**config.mk**
```make
export PLATFORM = sky130hd
export DESIGN_NAME = vga_timing_gen_flat
export DESIGN_NICKNAME = d
export VERILOG_FILES = /design/src/rtl/vga_pkg.sv /design/src/rtl/vga_timing_gen_if.sv /design/src/rtl/vga_timing_gen_wrap_counter.sv /design/src/rtl/vga_timing_gen.sv /design/src/flat_wrapper.sv
export SDC_FILE = /design/constraint.sdc
export NUM_CORES = 1
export LEC_CHECK = 0
export BUFFER_PORTS_ARGS = -buffer_cell sky130_fd_sc_hd__buf_4
export CORE_ASPECT_RATIO = 0.5
export CORE_MARGIN = 2
export CORE_UTILIZATION = 40
export CTS_CLUSTER_DIAMETER = 150
export DETAILED_ROUTE_END_ITERATION = 7
export HOLD_SLACK_MARGIN = 0.02
export PLACE_DENSITY = 0.76
export SYNTH_ARGS = -nofsm -noshare
export SYNTH_HDL_FRONTEND = slang
export SYNTH_SLANG_ARGS = --single-unit
```
**constraint.sdc**
```tcl
create_clock -name Clk -period 3.45 [get_ports Clk]
set_input_delay 0.345 -clock Clk [delete_from_list [all_inputs] [get_ports Clk]]
set_output_delay 0.345 -clock Clk [all_outputs]
set_load 0.005 [all_outputs]
```
**src/rtl/vga_pkg.sv**
```systemverilog
`default_nettype none
// ---------------------------------------------------------------------------
// vga_pkg : shared VGA timing defaults and pixel/coordinate types
// Rev 1.0
// ---------------------------------------------------------------------------
package vga_pkg;

  localparam int DEF_CLK_DIV   = 2;
  localparam int DEF_H_VISIBLE = 640;
  localparam int DEF_H_FRONT   = 16;
  localparam int DEF_H_SYNC    = 96;
  localparam int DEF_H_BACK    = 48;
  localparam int DEF_V_VISIBLE = 480;
  localparam int DEF_V_FRONT   = 10;
  localparam int DEF_V_SYNC    = 2;
  localparam int DEF_V_BACK    = 33;

  typedef logic [9:0] coord_t;
  typedef logic [7:0] color_t;

  typedef struct packed {
    color_t r;
    color_t g;
    color_t b;
  } rgb_t;

endpackage
`default_nettype wire

```
**src/rtl/vga_timing_gen_if.sv**
```systemverilog
`default_nettype none
// ---------------------------------------------------------------------------
// vga_timing_gen_if : colour-mapper and DAC-side signals of the VGA timer
// Rev 1.0
// ---------------------------------------------------------------------------
interface vga_timing_gen_if;
  import vga_pkg::*;

  color_t Red_in;
  color_t Green_in;
  color_t Blue_in;
  coord_t DrawX;
  coord_t DrawY;
  color_t VGA_R;
  color_t VGA_G;
  color_t VGA_B;
  logic   VGA_HS;
  logic   VGA_VS;
  logic   VGA_BLANK_N;
  logic   VGA_SYNC_N;
  logic   VGA_CLK;
  logic   frame_tick;

  modport master (
    input  Red_in, Green_in, Blue_in,
    output DrawX, DrawY, VGA_R, VGA_G, VGA_B, VGA_HS, VGA_VS,
           VGA_BLANK_N, VGA_SYNC_N, VGA_CLK, frame_tick
  );

  modport slave (
    output Red_in, Green_in, Blue_in,
    input  DrawX, DrawY, VGA_R, VGA_G, VGA_B, VGA_HS, VGA_VS,
           VGA_BLANK_N, VGA_SYNC_N, VGA_CLK, frame_tick
  );

endinterface
`default_nettype wire

```
**src/rtl/vga_timing_gen_wrap_counter.sv**
```systemverilog
`default_nettype none
// ---------------------------------------------------------------------------
// vga_wrap_counter : enabled 0..MAX counter with a same-cycle wrap flag
// Rev 1.0
// ---------------------------------------------------------------------------
module vga_wrap_counter #(
  parameter int MAX   = 799,
  parameter int WIDTH = 10
) (
  input  wire logic             clk,
  input  wire logic             rst_n,
  input  wire logic             en,
  output logic      [WIDTH-1:0] count,
  output logic                  wrap
);

  logic [WIDTH-1:0] count_q;
  logic [WIDTH-1:0] count_d;

  // wrap is qualified by en so it can directly enable a cascaded counter
  always_comb begin
    wrap    = en && (count_q == WIDTH'(MAX));
    count_d = count_q;
    if (wrap) begin
      count_d = '0;
    end else if (en) begin
      count_d = count_q + WIDTH'(1);
    end
  end

  always_ff @(posedge clk or negedge rst_n) begin
    if (!rst_n) begin
      count_q <= '0;
    end else begin
      count_q <= count_d;
    end
  end

  assign count = count_q;

endmodule
`default_nettype wire

```
**src/rtl/vga_timing_gen.sv**
```systemverilog
`default_nettype none
// ---------------------------------------------------------------------------
// vga_timing_gen : VGA raster timing with pixel-aligned registered RGB/sync
// Optional macro VGA_TEST_PATTERN_EN replaces the RGB inputs with colour bars.
// Rev 1.0
// ---------------------------------------------------------------------------
module vga_timing_gen
  import vga_pkg::*;
#(
  parameter int CLK_DIV   = DEF_CLK_DIV,
  parameter int H_VISIBLE = DEF_H_VISIBLE,
  parameter int H_FRONT   = DEF_H_FRONT,
  parameter int H_SYNC    = DEF_H_SYNC,
  parameter int H_BACK    = DEF_H_BACK,
  parameter int V_VISIBLE = DEF_V_VISIBLE,
  parameter int V_FRONT   = DEF_V_FRONT,
  parameter int V_SYNC    = DEF_V_SYNC,
  parameter int V_BACK    = DEF_V_BACK
) (
  input  wire logic         Clk,
  input  wire logic         Reset_n,
  vga_timing_gen_if.master  vga
);

  localparam int H_TOTAL = H_VISIBLE + H_FRONT + H_SYNC + H_BACK;
  localparam int V_TOTAL = V_VISIBLE + V_FRONT + V_SYNC + V_BACK;
  localparam int DC_W    = (CLK_DIV > 1) ? $clog2(CLK_DIV) : 1;

  localparam coord_t C_HS_START = coord_t'(H_VISIBLE + H_FRONT);
  localparam coord_t C_HS_END   = coord_t'(H_VISIBLE + H_FRONT + H_SYNC);
  localparam coord_t C_VS_START = coord_t'(V_VISIBLE + V_FRONT);
  localparam coord_t C_VS_END   = coord_t'(V_VISIBLE + V_FRONT + V_SYNC);

  if (H_TOTAL > 1024) begin : g_h_total_chk
    $error("vga_timing_gen: H_TOTAL exceeds 1024");
  end
  if (V_TOTAL > 1024) begin : g_v_total_chk
    $error("vga_timing_gen: V_TOTAL exceeds 1024");
  end
  if (CLK_DIV < 2) begin : g_clk_div_chk
    $error("vga_timing_gen: CLK_DIV must be at least 2");
  end

  logic [DC_W-1:0] dc_q;
  logic [DC_W-1:0] dc_d;
  logic            pix_ce;
  logic            vga_clk_q;
  logic            vga_clk_d;

  // VGA_CLK tracks the upcoming divider phase so its rising edge sits mid-pixel
  always_comb begin
    pix_ce    = (dc_q == DC_W'(CLK_DIV - 1));
    dc_d      = pix_ce ? '0 : dc_q + DC_W'(1);
    vga_clk_d = (dc_d >= DC_W'(CLK_DIV / 2));
  end

  coord_t hc;
  coord_t vc;
  logic   h_wrap;
  logic   v_wrap;
  logic   v_en;

  assign v_en = pix_ce && h_wrap;

  vga_wrap_counter #(
    .MAX   (H_TOTAL - 1),
    .WIDTH ($bits(coord_t))
  ) u_hcnt (
    .clk   (Clk),
    .rst_n (Reset_n),
    .en    (pix_ce),
    .count (hc),
    .wrap  (h_wrap)
  );

  vga_wrap_counter #(
    .MAX   (V_TOTAL - 1),
    .WIDTH ($bits(coord_t))
  ) u_vcnt (
    .clk   (Clk),
    .rst_n (Reset_n),
    .en    (v_en),
    .count (vc),
    .wrap  (v_wrap)
  );

  rgb_t rgb_q;
  rgb_t rgb_d;
  rgb_t src_rgb;
  logic vis;
  logic hs_q;
  logic hs_d;
  logic vs_q;
  logic vs_d;
  logic blank_n_q;
  logic blank_n_d;
  logic frame_tick_q;
  logic frame_tick_d;

`ifdef VGA_TEST_PATTERN_EN
  logic [2:0] bar_idx;

  always_comb begin
    bar_idx   = 3'((32'(hc) * 32'd8) / 32'(H_VISIBLE));
    src_rgb.r = {8{bar_idx[2]}};
    src_rgb.g = {8{bar_idx[1]}};
    src_rgb.b = {8{bar_idx[0]}};
  end
`else
  always_comb begin
    src_rgb.r = vga.Red_in;
    src_rgb.g = vga.Green_in;
    src_rgb.b = vga.Blue_in;
  end
`endif

  // Output stage samples the coordinate currently on DrawX/DrawY, so every
  // DAC-side signal lags the counters by exactly one pixel.
  always_comb begin
    vis          = (hc < coord_t'(H_VISIBLE)) && (vc < coord_t'(V_VISIBLE));
    rgb_d        = rgb_q;
    hs_d         = hs_q;
    vs_d         = vs_q;
    blank_n_d    = blank_n_q;
    frame_tick_d = v_wrap;
    if (pix_ce) begin
      rgb_d     = vis ? src_rgb : '0;
      blank_n_d = vis;
      hs_d      = !((hc >= C_HS_START) && (hc < C_HS_END));
      vs_d      = !((vc >= C_VS_START) && (vc < C_VS_END));
    end
  end

  always_ff @(posedge Clk or negedge Reset_n) begin
    if (!Reset_n) begin
      dc_q         <= '0;
      vga_clk_q    <= 1'b0;
      rgb_q        <= '0;
      hs_q         <= 1'b1;
      vs_q         <= 1'b1;
      blank_n_q    <= 1'b0;
      frame_tick_q <= 1'b0;
    end else begin
      dc_q         <= dc_d;
      vga_clk_q    <= vga_clk_d;
      rgb_q        <= rgb_d;
      hs_q         <= hs_d;
      vs_q         <= vs_d;
      blank_n_q    <= blank_n_d;
      frame_tick_q <= frame_tick_d;
    end
  end

  assign vga.DrawX       = hc;
  assign vga.DrawY       = vc;
  assign vga.VGA_R       = rgb_q.r;
  assign vga.VGA_G       = rgb_q.g;
  assign vga.VGA_B       = rgb_q.b;
  assign vga.VGA_HS      = hs_q;
  assign vga.VGA_VS      = vs_q;
  assign vga.VGA_BLANK_N = blank_n_q;
  assign vga.VGA_SYNC_N  = 1'b0;
  assign vga.VGA_CLK     = vga_clk_q;
  assign vga.frame_tick  = frame_tick_q;

endmodule
`default_nettype wire

```
**src/flat_wrapper.sv**
```systemverilog
// flat-port wrapper written by rule: the top's interface ports become plain ports
module vga_timing_gen_flat import vga_pkg::*;
#(
  parameter int CLK_DIV   = DEF_CLK_DIV,
  parameter int H_VISIBLE = DEF_H_VISIBLE,
  parameter int H_FRONT   = DEF_H_FRONT,
  parameter int H_SYNC    = DEF_H_SYNC,
  parameter int H_BACK    = DEF_H_BACK,
  parameter int V_VISIBLE = DEF_V_VISIBLE,
  parameter int V_FRONT   = DEF_V_FRONT,
  parameter int V_SYNC    = DEF_V_SYNC,
  parameter int V_BACK    = DEF_V_BACK
)
  (Clk, Reset_n, vga_Red_in, vga_Green_in, vga_Blue_in, vga_DrawX, vga_DrawY, vga_VGA_R, vga_VGA_G, vga_VGA_B, vga_VGA_HS, vga_VGA_VS, vga_VGA_BLANK_N, vga_VGA_SYNC_N, vga_VGA_CLK, vga_frame_tick);
  vga_timing_gen_if vga_i ();
  input  wire logic Clk;
  input  wire logic Reset_n;
  input wire logic [$bits(vga_i.Red_in)-1:0] vga_Red_in;
  input wire logic [$bits(vga_i.Green_in)-1:0] vga_Green_in;
  input wire logic [$bits(vga_i.Blue_in)-1:0] vga_Blue_in;
  output wire logic [$bits(vga_i.DrawX)-1:0] vga_DrawX;
  output wire logic [$bits(vga_i.DrawY)-1:0] vga_DrawY;
  output wire logic [$bits(vga_i.VGA_R)-1:0] vga_VGA_R;
  output wire logic [$bits(vga_i.VGA_G)-1:0] vga_VGA_G;
  output wire logic [$bits(vga_i.VGA_B)-1:0] vga_VGA_B;
  output wire logic [$bits(vga_i.VGA_HS)-1:0] vga_VGA_HS;
  output wire logic [$bits(vga_i.VGA_VS)-1:0] vga_VGA_VS;
  output wire logic [$bits(vga_i.VGA_BLANK_N)-1:0] vga_VGA_BLANK_N;
  output wire logic [$bits(vga_i.VGA_SYNC_N)-1:0] vga_VGA_SYNC_N;
  output wire logic [$bits(vga_i.VGA_CLK)-1:0] vga_VGA_CLK;
  output wire logic [$bits(vga_i.frame_tick)-1:0] vga_frame_tick;
  assign vga_i.Red_in = vga_Red_in;
  assign vga_i.Green_in = vga_Green_in;
  assign vga_i.Blue_in = vga_Blue_in;
  assign vga_DrawX = vga_i.DrawX;
  assign vga_DrawY = vga_i.DrawY;
  assign vga_VGA_R = vga_i.VGA_R;
  assign vga_VGA_G = vga_i.VGA_G;
  assign vga_VGA_B = vga_i.VGA_B;
  assign vga_VGA_HS = vga_i.VGA_HS;
  assign vga_VGA_VS = vga_i.VGA_VS;
  assign vga_VGA_BLANK_N = vga_i.VGA_BLANK_N;
  assign vga_VGA_SYNC_N = vga_i.VGA_SYNC_N;
  assign vga_VGA_CLK = vga_i.VGA_CLK;
  assign vga_frame_tick = vga_i.frame_tick;
  vga_timing_gen #(.CLK_DIV(CLK_DIV), .H_VISIBLE(H_VISIBLE), .H_FRONT(H_FRONT), .H_SYNC(H_SYNC), .H_BACK(H_BACK), .V_VISIBLE(V_VISIBLE), .V_FRONT(V_FRONT), .V_SYNC(V_SYNC), .V_BACK(V_BACK)) u_core (.Clk(Clk), .Reset_n(Reset_n), .vga(vga_i));
endmodule
```
==> metrics <==
run status finished, final reports clean; path class of the lowest-slack min-delay path primary input to async pin; layout cell share with drive strength beyond 1 0.3699; Max Clk Rate 509.0 MHz; required time of the critical path 3.69 ns; post-detailed-route DRC marker count 0; via count normalized by instance count 5.320; clock buffer depth 2; wire length reported by the detailed router 4868 um; startpoint of the lowest-slack register-to-register path u_core.u_vcnt.count[5]; CTS H-tree lvls 2; number of sinks on the clock net 49; Worst IR Drop VDD 0.2013 mV; Remaining Overflow, GRT 0; ant diodes 0; vertical die dimension 55.02 um; most area-consuming cells after synthesis dfrtp_1 (56%), a22o_1 (10%), xnor2_1 (3.8%); number of search-and-repair iterations in the first detailed-routing pass 4; register bit total from synthesis 49; cell accounting for the most synthesized area dfrtp_1; total via count after detailed routing 1681; maximum number of pins on one net before global-route repair 50; Final Wtd Congestion 0.9075; P per Cell Area 412.6 nW/um^2; Die Outline Area 5833 um^2; portion of synthesized cell area occupied by the leading cell type 0.5649; unrepaired setup endpoints after global routing false; layout filler cell count 423; core outline area 4977 um^2; nature of the critical path startpoint flip-flop; detailed placer's ending HPWL 3266 um; fraction of registers with async set/reset 1.000; count of synthesis-stage warnings from yosys 0; CTS tree yes; number of maximum-capacitance constraint violations 0; nets@finish 275; syn avg cell area 12.10 um^2; worst-path fanout max 25; type of element capturing the critical path flip-flop; Post-Synthesis Cells 172; data arrival time of the worst path 2.21 ns; Resized Gates After CTS 0; final period demand of the worst path 1.965 ns; Worst-Skew Late Latency 0.31 ns; clk_skew 0.004247 ns; CTS Hold Bufs 0; Fin Hold WS 0.04013 ns; pin slew with the least headroom to its limit 0.9367 ns; relative slew slack 0.3751; via count of the first global-routing pass 1492; count of buffers from port buffering 74; Seq/Total Area, Yosys 0.5901; clock-pin slew on the worst setup and hold paths 0.09 ns; Synth Cell Area 2082 um^2; post-route clock period utilization 0.5694; die outline width 106.0 um; origin of the worst setup path u_core.u_vcnt.count[5]; static power due to leakage 1.380 nW; distinct cell type count after synthesis 38; Post-synth top flop dfrtp_1; most frequent cells after synthesis dfrtp_1 (47), a22o_1 (24), nand3_1 (10), nor2_1 (10), xnor2_1 (9); final count of pins violating max slew 0; number of flops mapped to enable cells by yosys 0; Final Hold Viols 0; I/O Pins 76; Post CTS Setup Buffer Count 0; wire length of the first global-routing pass 7169 um; critical path type flip-flop to flip-flop; net count after synthesis 202; final setup fails 0; synth-to-layout area growth 35.52%; routed wire length per instance 15.41 um; most used standard cell by instance count after synthesis dfrtp_1; setup_tns 0 ns; Placement Rows 18; count of routing violations after the opening detailed-route iteration 57; total track usage 0.1603; effective utilization at floorplan 0.4183; library cell used as clock root buffer clkbuf_8; CTS Buf Count 5; number of antenna violations at the first check in global routing 0; Post-DRT Antenna Nets 0
==> cell usage in the layout (no fill, tap or decap), types with 2 or more instances in the layout <==
cell       Yosys  routed
buf_4          2      74
dfrtp_1       47      47
a22o_1        24      24
nor2_1        10      10
nand3_1       10      10
xnor2_1        9       9
o21ai_0        7       7
nand4_1        6       6
nand2_1        5       5
clkbuf_8       0       5
inv_1          4       4
a21oi_1        4       4
xor2_1         4       4
ha_1           4       4
and3_1         3       3
nor3_1         3       3
and4_1         2       2
nor4_1         2       2
bufinv_16      0       2
dfstp_2        2       2
==> through the flow <==
stage                     setup WS [ns]  instances    util  total power, mW  area [um^2]
after floorplan                   1.841        172       -           0.6216         2082
after global placement            1.591        308  0.5392           0.6773         2684
after detailed placement          1.512        308  0.5392           0.6790         2684
after CTS                         1.484        316  0.5669            1.171         2821
after global routing              1.359        316  0.5669            1.193         2821
final                             1.485        316  0.5669            1.164         2821
==> kinds of logic (layout without fill, tap and decap cells) <==
| group | Yosys count | after routing | share of synthesized area |
|---|---|---|---|
| flops | 49 | 49 | 0.5901 |
| other cells | 1 | 1 | 0.001801 |
| xor+xnor | 13 | 13 | 0.05469 |
| mux | 1 | 1 | 0.004808 |
| compound gates | 37 | 37 | 0.1346 |
| buf+inv | 13 | 87 | 0.02884 |
| simple gates | 54 | 54 | 0.1611 |
| fa+ha+maj | 4 | 4 | 0.02404 |
==> worst max-delay path, cell delays in order (launching register included) <==
cell     delay, ns
dfrtp_1       0.46
and3_1        0.23
nand2_1       0.12
and4b_1       0.83
a22o_1        0.25
==> state kept, by name, indices dropped and copies added, names as in the netlist, 8 cells and up <==
name,flops
u_core.vga.VGA_G,8
u_core.vga.VGA_B,8
u_core.u_vcnt.count,10
u_core.u_hcnt.count,10
u_core.vga.VGA_R,8
==> final cells by class <==
class	count	area [um^2]	share of cell area
Timing Repair Buffer	74	555.5	0.1969
Clock inverter	3	68.82	0.02439
Multi-Input combinational cell	110	793.3	0.2812
Sequential cell	49	1229	0.4355
Clock buffer	5	68.82	0.02439
Tap cell	70	87.58	0.03104
Inverter	5	18.77	0.006652
==> layer usage <==
metal | up-vias | global-route usage | wire length [um]
met4 | 0 | 0.06579 | 57
li1 | 773 | - | -
met3 | 9 | 0.03864 | 248
met1 | 846 | 0.1957 | 2045
met2 | 53 | 0.2860 | 2516
met5 | - | 0 | 0
==> where the power goes <==
group	internal (mW)	leakage [nW]	switching, mW	total, mW
registers	0.588	0.602	0.00842	0.597
logic	0.0441	0.709	0.0252	0.0693
clock network	0.292	0.0687	0.206	0.498
total	0.924	1.38	0.240	1.16
==> path summary, 6_finish.rpt <==
kind | endpoint | slack [ns] | cells past startpoint
max in group asynchronous | u_core.u_vcnt.count[1] | 3.01 | 1
hold reg to reg | u_core.vga.VGA_HS | 0.50 | 2
hold / removal | u_core.vga.VGA_B[4] | 0.04 | 1
setup / recovery | u_core.vga.VGA_B[0] | 1.49 | 4
setup reg to reg | u_core.vga.VGA_B[0] | 1.49 | 4
min in group Clk | u_core.vga.VGA_R[0] | 0.25 | 2
Note: power is estimated with default switching activity, not from simulation.
